`config.mk`:
```
export PLATFORM = sky130hd
export DESIGN_NAME = fetch_queue
export DESIGN_NICKNAME = d
export VERILOG_FILES = /design/src/rtl/fetch_pkg.sv /design/src/rtl/fetch_fifo.sv /design/src/rtl/fetch_queue.sv
export SDC_FILE = /design/constraint.sdc
export NUM_CORES = 1
export LEC_CHECK = 0
export CORE_ASPECT_RATIO = 1.25
export CORE_MARGIN = 8
export CORE_UTILIZATION = 45
export DETAILED_ROUTE_END_ITERATION = 7
export GPL_ROUTABILITY_DRIVEN = 0
export PLACE_DENSITY_LB_ADDON = 0.3
export REMOVE_ABC_BUFFERS = 1
export SYNTH_ARGS = -nofsm -noshare
export SYNTH_HDL_FRONTEND = slang
export SYNTH_SLANG_ARGS = --single-unit
export TNS_END_PERCENT = 10
```
`constraint.sdc`:
```
create_clock -name clk -period 2.6 [get_ports clk]
set_input_delay 0.52 -clock clk [delete_from_list [all_inputs] [get_ports clk]]
set_output_delay 0.52 -clock clk [all_outputs]
set_load 0.02 [all_outputs]
```
`src/rtl/fetch_pkg.sv`:
```
// Shared types for the instruction-fetch prefetch queue: FSM encoding,
// data widths and the {instruction, pcplus4} queue entry.
package fetch_pkg;

  localparam int XLEN = 32;
  localparam int ILEN = 32;
  localparam logic [XLEN-1:0] PC_INCR = 32'd4;

  typedef enum logic [1:0] {
    IDLE = 2'd0,
    WAIT = 2'd1,
    DROP = 2'd2
  } fetch_state_e;

  typedef struct packed {
    logic [ILEN-1:0] instruction;
    logic [XLEN-1:0] pcplus4;
  } fetch_entry_t;

endpackage

```
`src/rtl/fetch_fifo.sv`:
```
// Circular queue of fetched {instruction, pcplus4} entries. Flush clears the
// pointers and count and takes priority over push and pop.
module fetch_fifo
  import fetch_pkg::*;
#(
  parameter int DEPTH = 4
) (
  input  logic         clk,
  input  logic         reset,
  input  logic         flush,
  input  logic         push,
  input  fetch_entry_t push_entry,
  input  logic         pop,
  output logic         valid,
  output logic         full,
  output fetch_entry_t head
);

  localparam int PTR_W = $clog2(DEPTH);
  localparam logic [PTR_W:0] FULL_COUNT = (PTR_W + 1)'(DEPTH);

  fetch_entry_t     mem [DEPTH];
  logic [PTR_W-1:0] rd_ptr;
  logic [PTR_W-1:0] wr_ptr;
  logic [PTR_W:0]   count;
  logic             push_en;
  logic             pop_en;

  assign valid   = (count != '0);
  assign full    = (count == FULL_COUNT);
  assign head    = mem[rd_ptr];
  assign push_en = push && !full;
  assign pop_en  = pop && valid;

  always_ff @(posedge clk or negedge reset) begin
    if (!reset) begin
      rd_ptr <= '0;
      wr_ptr <= '0;
      count  <= '0;
      for (int i = 0; i < DEPTH; i++) mem[i] <= '0;
    end else if (flush) begin
      rd_ptr <= '0;
      wr_ptr <= '0;
      count  <= '0;
    end else begin
      if (push_en) begin
        mem[wr_ptr] <= push_entry;
        wr_ptr      <= wr_ptr + 1'b1;
      end
      if (pop_en) rd_ptr <= rd_ptr + 1'b1;
      // Pointers wrap naturally because DEPTH is a power of two.
      case ({push_en, pop_en})
        2'b10:   count <= count + 1'b1;
        2'b01:   count <= count - 1'b1;
        default: count <= count;
      endcase
    end
  end

endmodule

```
`src/rtl/fetch_queue.sv`:
```
// Instruction-fetch front end: issues one outstanding memory read at a time,
// buffers returned words in fetch_fifo and presents the head to IF/ID.
module fetch_queue
  import fetch_pkg::*;
#(
  parameter int              DEPTH    = 4,
  parameter logic [XLEN-1:0] RESET_PC = 32'h0000_0000
) (
  input  logic            clk,
  input  logic            reset,
  output logic            imem_req,
  output logic [XLEN-1:0] imem_addr,
  input  logic            imem_ack,
  input  logic [ILEN-1:0] imem_data,
  input  logic            redirect,
  input  logic [XLEN-1:0] redirect_pc,
  input  logic            stall,
  output logic            out_valid,
  output logic [ILEN-1:0] out_instruction,
  output logic [XLEN-1:0] out_pcplus4,
  output fetch_state_e    debug_state
);

  fetch_state_e    state;
  logic [XLEN-1:0] fetch_pc;
  logic            fifo_full;
  logic            push;
  logic            pop;
  fetch_entry_t    push_entry;
  fetch_entry_t    head;

  // Memory handshake: imem_req/imem_addr are held stable from issue until the
  // single-cycle imem_ack that carries imem_data; the ack ends the request.
  // Consumer handshake: the head transfers in any cycle with out_valid=1 and
  // stall=0.
  assign push       = (state == WAIT) && imem_ack && !redirect;
  assign pop        = out_valid && !stall;
  assign push_entry = '{instruction: imem_data, pcplus4: fetch_pc + PC_INCR};

  always_ff @(posedge clk or negedge reset) begin
    if (!reset) begin
      state     <= IDLE;
      fetch_pc  <= RESET_PC;
      imem_req  <= 1'b0;
      imem_addr <= RESET_PC;
    end else begin
      case (state)
        IDLE: begin
          if (redirect) begin
            fetch_pc <= redirect_pc;
          end else if (!fifo_full) begin
            state     <= WAIT;
            imem_req  <= 1'b1;
            imem_addr <= fetch_pc;
          end
        end
        WAIT: begin
          if (redirect) begin
            // An ack in the same cycle is already consumed, so nothing to drop.
            fetch_pc <= redirect_pc;
            imem_req <= 1'b0;
            state    <= imem_ack ? IDLE : DROP;
          end else if (imem_ack) begin
            fetch_pc <= fetch_pc + PC_INCR;
            imem_req <= 1'b0;
            state    <= IDLE;
          end
        end
        DROP: begin
          if (redirect) fetch_pc <= redirect_pc;
          if (imem_ack) state <= IDLE;
        end
        default: begin
          state    <= IDLE;
          imem_req <= 1'b0;
        end
      endcase
    end
  end

  fetch_fifo #(
    .DEPTH(DEPTH)
  ) u_fifo (
    .clk       (clk),
    .reset     (reset),
    .flush     (redirect),
    .push      (push),
    .push_entry(push_entry),
    .pop       (pop),
    .valid     (out_valid),
    .full      (fifo_full),
    .head      (head)
  );

  assign out_instruction = head.instruction;
  assign out_pcplus4     = head.pcplus4;
  assign debug_state     = state;

endmodule

```
* Word level (Yosys, flattened, before mapping)
Index checks and enable logic that the tools add are counted.
** Word-level totals
- Output and inout bits :: 100
- Input port bits :: 69
- Logic and storage cells :: 85
- Bits in registers :: 330
** Operators by class
- Eq/ne operators :: 9
- Magnitude comparators :: 3
- Reduce and logical (&&, ||, !) cells :: 21
- Bitwise operators :: 5
- Multiplexer cells :: 27
- Add/sub/neg operators :: 5
** Operators by type and width (count)
- bitwise mux 256 bit :: 1
- 2-to-1 mux 64 bit :: 3
- binary-select mux 64 bit (select 2 bit) :: 1
- demux 64 bit (select 2 bit) :: 1
- 2-to-1 mux 32 bit :: 3
- one-hot mux 32 bit (2 select lines) :: 1
- adder 32 x 3 -> 32 bit, second input constant :: 1
- 2-to-1 mux 2 bit :: 9
- greater-or-equal comparator 3 bit, second input constant :: 2
- logical AND 1 bit :: 6
- inverter 2 -> 3 bit :: 2
- one-hot mux 2 bit (3 select lines) :: 1
- one-hot mux 3 bit (2 select lines) :: 1
- AND reduction 3 bit :: 2
- nonzero test 2 bit :: 3
- nonzero test 3 bit :: 2
- adder 2 x 1 -> 2 bit, second input constant :: 2
- == test 2 x 1 -> 1 bit, second input constant :: 2
- == test 2 bit, second input constant :: 2
- 2-to-1 mux 1 bit :: 4
- != test 2 bit, second input constant :: 2
- AND reduction 2 bit :: 2
- AND reduction 4 bit :: 1
- adder 3 x 1 -> 3 bit, second input constant :: 1
- 11 further kinds :: 15

* Logic depth before layout (Yosys ltp)
- Depth after elaboration :: 7
- Depth in mapped cells :: 9
- Mapped depth without buffers :: 6

* Modules after synthesis
Synthesis repeated with hierarchy kept, for this count alone.
** Second synthesis, totals
- Cell total of the unflattened synthesis :: 1034
- Area, all modules :: 15215.8 um^2
** By module, submodules not included
- fetch_fifo :: cells each 674, sequential area each 6581.3 um^2, area an instance 11594.9 um^2, times used 1
- fetch_queue :: cells each 360, sequential area each 1676.6 um^2, area an instance 3621.0 um^2, times used 1

* Worst setup path before layout
Ideal clock, no wire load.
- Path type :: register -> register
- From :: register state[1], in the netlist debug_state[1]
- To :: register u_fifo.count[2]
- Arrival :: 2.196 ns
- Period minus slack after synthesis :: 2.320 ns
- Stages on the path, launching flop included :: 9
- Required time :: 2.475 ns
- Setup time :: 0.125 ns
- Buffers on the path :: 2
- Setup slack :: 0.280 ns
- Cell sequence :: dfrtp_1 clkbuf_1 nand4bb_1 a21oi_1 buf_2 nor3_1 fa_1 mux2i_1 mux2_2
** On the way
- Cells in the longest elaborated chain, start to end :: 7
- Elaborated cells between the ends (all ways) :: 9
- Those cells by class :: eq/ne (3); mux (2); reduce/logical (4)
** Ends and longest elaborated chain
- start, declared :: RTL line fetch_queue.sv:24 : fetch_state_e state;
- start signal, assigned :: RTL line fetch_queue.sv:62 : state <= imem_ack ? IDLE : DROP;
- == test 2 x 1 -> 1 bit * :: RTL line fetch_queue.sv:36 : assign push = (state == WAIT) && imem_ack && !redirect;
- logical AND 1 bit * (2 in series) :: RTL line fetch_queue.sv:36
- logical AND 1 bit * :: RTL line fetch_fifo.sv:32 : assign push_en = push && !full;
- == test 2 x 1 -> 1 bit or == test 2 bit (tied branches) :: RTL line fetch_fifo.sv:52 : case ({push_en, pop_en})
- one-hot mux 3 bit (2 select lines) :: RTL line fetch_fifo.sv:52
- 2-to-1 mux 3 bit :: RTL line fetch_fifo.sv:41 : end else if (flush) begin
- end signal, assigned :: RTL line fetch_fifo.sv:53 : 2'b10: count <= count + 1'b1;
- end signal, assigned :: RTL line fetch_fifo.sv:54 : 2'b01: count <= count - 1'b1;
- end signal, assigned :: RTL line fetch_fifo.sv:55 : default: count <= count;
- end, declared :: RTL line fetch_fifo.sv:25 : logic [PTR_W:0] count;
Mark *: on every way between the ends. The rest lies on a longest branch, timed or not.
A chain may end at the register's enable or synchronous reset.

* Worst setup path in the final report
- From :: register u_fifo.rd_ptr[0]
- To :: output out_pcplus4[0]
** On the way
- Cells in the longest elaborated chain, start to end :: 4
** Ends and longest elaborated chain
- start, declared :: RTL line fetch_fifo.sv:23 : logic [PTR_W-1:0] rd_ptr;
- start signal, assigned :: RTL line fetch_fifo.sv:50 : if (pop_en) rd_ptr <= rd_ptr + 1'b1;
- inverter 2 -> 3 bit (implied by the code) :: RTL line fetch_fifo.sv:31 : assign head = mem[rd_ptr];
- binary-select mux 64 bit (select 2 bit) :: RTL line fetch_fifo.sv:31
- 2-to-1 mux 64 bit (implied by the code) (2 in series) :: RTL line fetch_fifo.sv:31
- end, declared :: RTL line fetch_queue.sv:20 : output logic [XLEN-1:0] out_pcplus4,
Every way passes these cells. The select of a mux whose other input is x is not followed.

==> flow_summary.ini <==
[worst_setup_path]
worstSetupStartpointType = register
rrSetupSlack_ns = 0.40
crit_end = out_pcplus4[0]
endpoint_kind = output pin
crit_type = reg -> out
worst_r2r_path_depth = 7
regToRegEndpoint = u_fifo.mem[216]
critPathRequiredTime_ns = 2.08
cp_max_fo = 4
crit_arrival_ns = 2.13
r2r_start = fetch_pc[3]
worstSetupStartpoint = u_fifo.rd_ptr[0]

[synth]
synthTopCellsByArea = dfrtp_1 56%, mux2_2 13%, mux4_2 9.8%
ys_seq_elements = 330
yosysTopAreaCell = dfrtp_1
synth_common_cells = 330 x dfrtp_1, 176 x mux2_2, 151 x nand2_1
ys_seq_area_frac = 0.561
yosys.cell_count.top_type = dfrtp_1
synth.cell_area_um2 = 14700
synth.distinct_cells = 52
synth-main-ff-cell = dfrtp_1
synth_top_area_share = 0.561
synth_edf_count = 0
async_flop_share = 1.00
synth_area_per_cell_um2 = 12.9
yosysWarningCount = 0
synthCells = 1144

[run_status]
outcome = finished, violations left
failed_checks = negative setup slack

[power]
irDropWorstVdd_uv = 701
powerDensity_nw_per_um2 = 1150
p_leak_nw = 8.25
finalPower_mw = 21.2

[detailed_routing]
drt-initial-drc-count = 529
drc = 0
vias = 9795
drt_first_pass_iters = 5
vias_per_cell = 5.51
postRouteAntennaNets = 0
wl_per_cell_um = 20.3
wl_um = 36200

[timing]
worst_pin_slew_ns = 0.557
maxSlewViolCount = 0
skew_ns = 0.0191
setup_viol = 7
worst_slack_ns = -0.0488
period_minus_slack_ns = 2.65
slew_headroom = 0.626
hold_viol_final = 0
max_freq_mhz = 378
fin_crit_sh = 1.02
rsz0062_at_grt = true

[die]
io_pins = 169
die_y_um = 218
row_count = 74
core_um2 = 32500
initial_utilization = 0.453
die_x_um = 178
die_area_um2 = 38800

[cts]
cts_tree = done
h-tree-depth = 2
clkSinkCount = 330
clk_latency_ns = 0.52
numCtsBuffers = 36
cts_root_buf = clkbuf_16
clk_path_buf_depth = 3
clk_pin_slew_ns = 0.06

[layout]
fillCellCount = 2709
drive_above_1_share = 0.327
fin_area_um2 = 18400
seq_area_um2 = 8270
antenna_cells = 0
area_delta_synth_final_pct = 25.0
multiInputGateArea_um2 = 6130
nNetsFinal = 1415
final_core_util = 0.567

[global_routing]
grt_first_pass_wirelength_um = 58500
grt_use_total = 0.190
grt_max_degree = 80
grt_pass1_vias = 10400
grt_overflow_total = 0
antenna_found_initial = 1

[worst_hold_path]
hp-class = reg -> reg

[placed_design]
hpwl_um = 24500
place_area_um2 = 17400
port_buffers = 168
pre_cts_ws_ns = 0.105

[run]
cap_violations = 0
==> cell families (layout without fill, tap and decap cells) <==
logic type	count (synthesis)	in the layout	synth area share
mux	243	243	0.234
fa+ha+maj	6	6	0.00561
flops	330	330	0.561
buf+inv	93	310	0.0263
compound gates	200	200	0.0777
simple gates	240	240	0.0762
xor+xnor	32	32	0.0190
==> flip-flops by register name (all words and copies together) (netlist names) <==
| name | count |
|---|---|
| u_fifo.mem | 256 |
| fetch_pc | 32 |
| imem_addr | 32 |
| u_fifo.count | 3 |
| debug_state | 2 |
| u_fifo.rd_ptr | 2 |
| u_fifo.wr_ptr | 2 |
| imem_req | 1 |
==> metal layers <==
layer / global-route usage / wire length (µm)
met5: 0 / 13
met4: 0.0507 / 752
met3: 0.0389 / 1880
met2: 0.314 / 17800
met1: 0.253 / 15800
==> cell type report <==
class | count | share of cell area
clock buffer | 52 | 0.0566
inverter | 9 | 0.00183
timing repair buffer | 242 | 0.126
multi-input combinational | 721 | 0.333
tap | 418 | 0.0284
sequential | 330 | 0.449
clock inverter | 7 | 0.00516
==> worst max-delay path, stage by stage, from the launching register on <==
cell     delay (ns)
dfrtp_4        0.51
buf_4          0.17
buf_4          0.14
buf_4          0.14
mux4_2         0.45
buf_2          0.19
==> timing repair <==
item	4_1_cts	5_1_grt
setup endpoints to repair	64	45
buffers inserted	10	3
resized for setup	224	40
hold endpoints to repair	54	0
hold buffers	1	0
pin swaps	0	0
cloned	1	0
==> power breakdown <==
part | leakage (nW) | switching (mW) | internal, mW | total (mW)
Combinational | 3.41 | 4.22 | 4.16 | 8.38
Sequential | 4.29 | 1.08 | 6.76 | 7.85
Clock | 0.555 | 2.00 | 2.97 | 4.97
Total | 8.25 | 7.30 | 13.9 | 21.2
==> worst min path at each step <==
| stage | startpoint | endpoint | slack (ns) | depth (start not counted) |
|---|---|---|---|---|
| after floorplan | reset | debug_state[0] | 0.22 | 0 |
| after global placement | u_fifo.mem[215] | u_fifo.mem[215] | 0.46 | 2 |
| after detailed placement | u_fifo.mem[66] | u_fifo.mem[66] | 0.47 | 2 |
| after CTS | u_fifo.mem[66] | u_fifo.mem[66] | 0.48 | 2 |
| after global routing | u_fifo.mem[18] | u_fifo.mem[18] | 0.49 | 2 |
| final | u_fifo.mem[198] | u_fifo.mem[198] | 0.47 | 2 |
==> per-stage QoR <==
step / std cells / setup TNS, ns / hold WS, ns
after global placement: 1705 / 0 / 0.456
after detailed placement: 1705 / 0 / 0.466
after floorplan: 1060 / -314.32 / 0.224
final: 1779 / -0.109 / 0.473
after global routing: 1779 / -0.733 / 0.494
after CTS: 1776 / -1.47 / 0.479
==> placed cells by master (no fill, tap or decap), types with 10 or more instances in the layout <==
master	netlist	final
clkbuf_16	0	37
nand4_1	10	10
buf_4	1	43
o21ai_0	126	126
clkdlybuf4s50_1	0	103
nand2_1	151	147
buf_12	0	24
xor2_1	17	17
nand3_1	15	15
mux2_2	176	176
xnor2_1	15	15
a21oi_1	19	18
dfrtp_1	330	328
nor2_1	22	22
buf_2	22	45
mux4_2	64	64
clkbuf_2	0	10
buf_6	1	11
(Power assumes the default switching activity.)
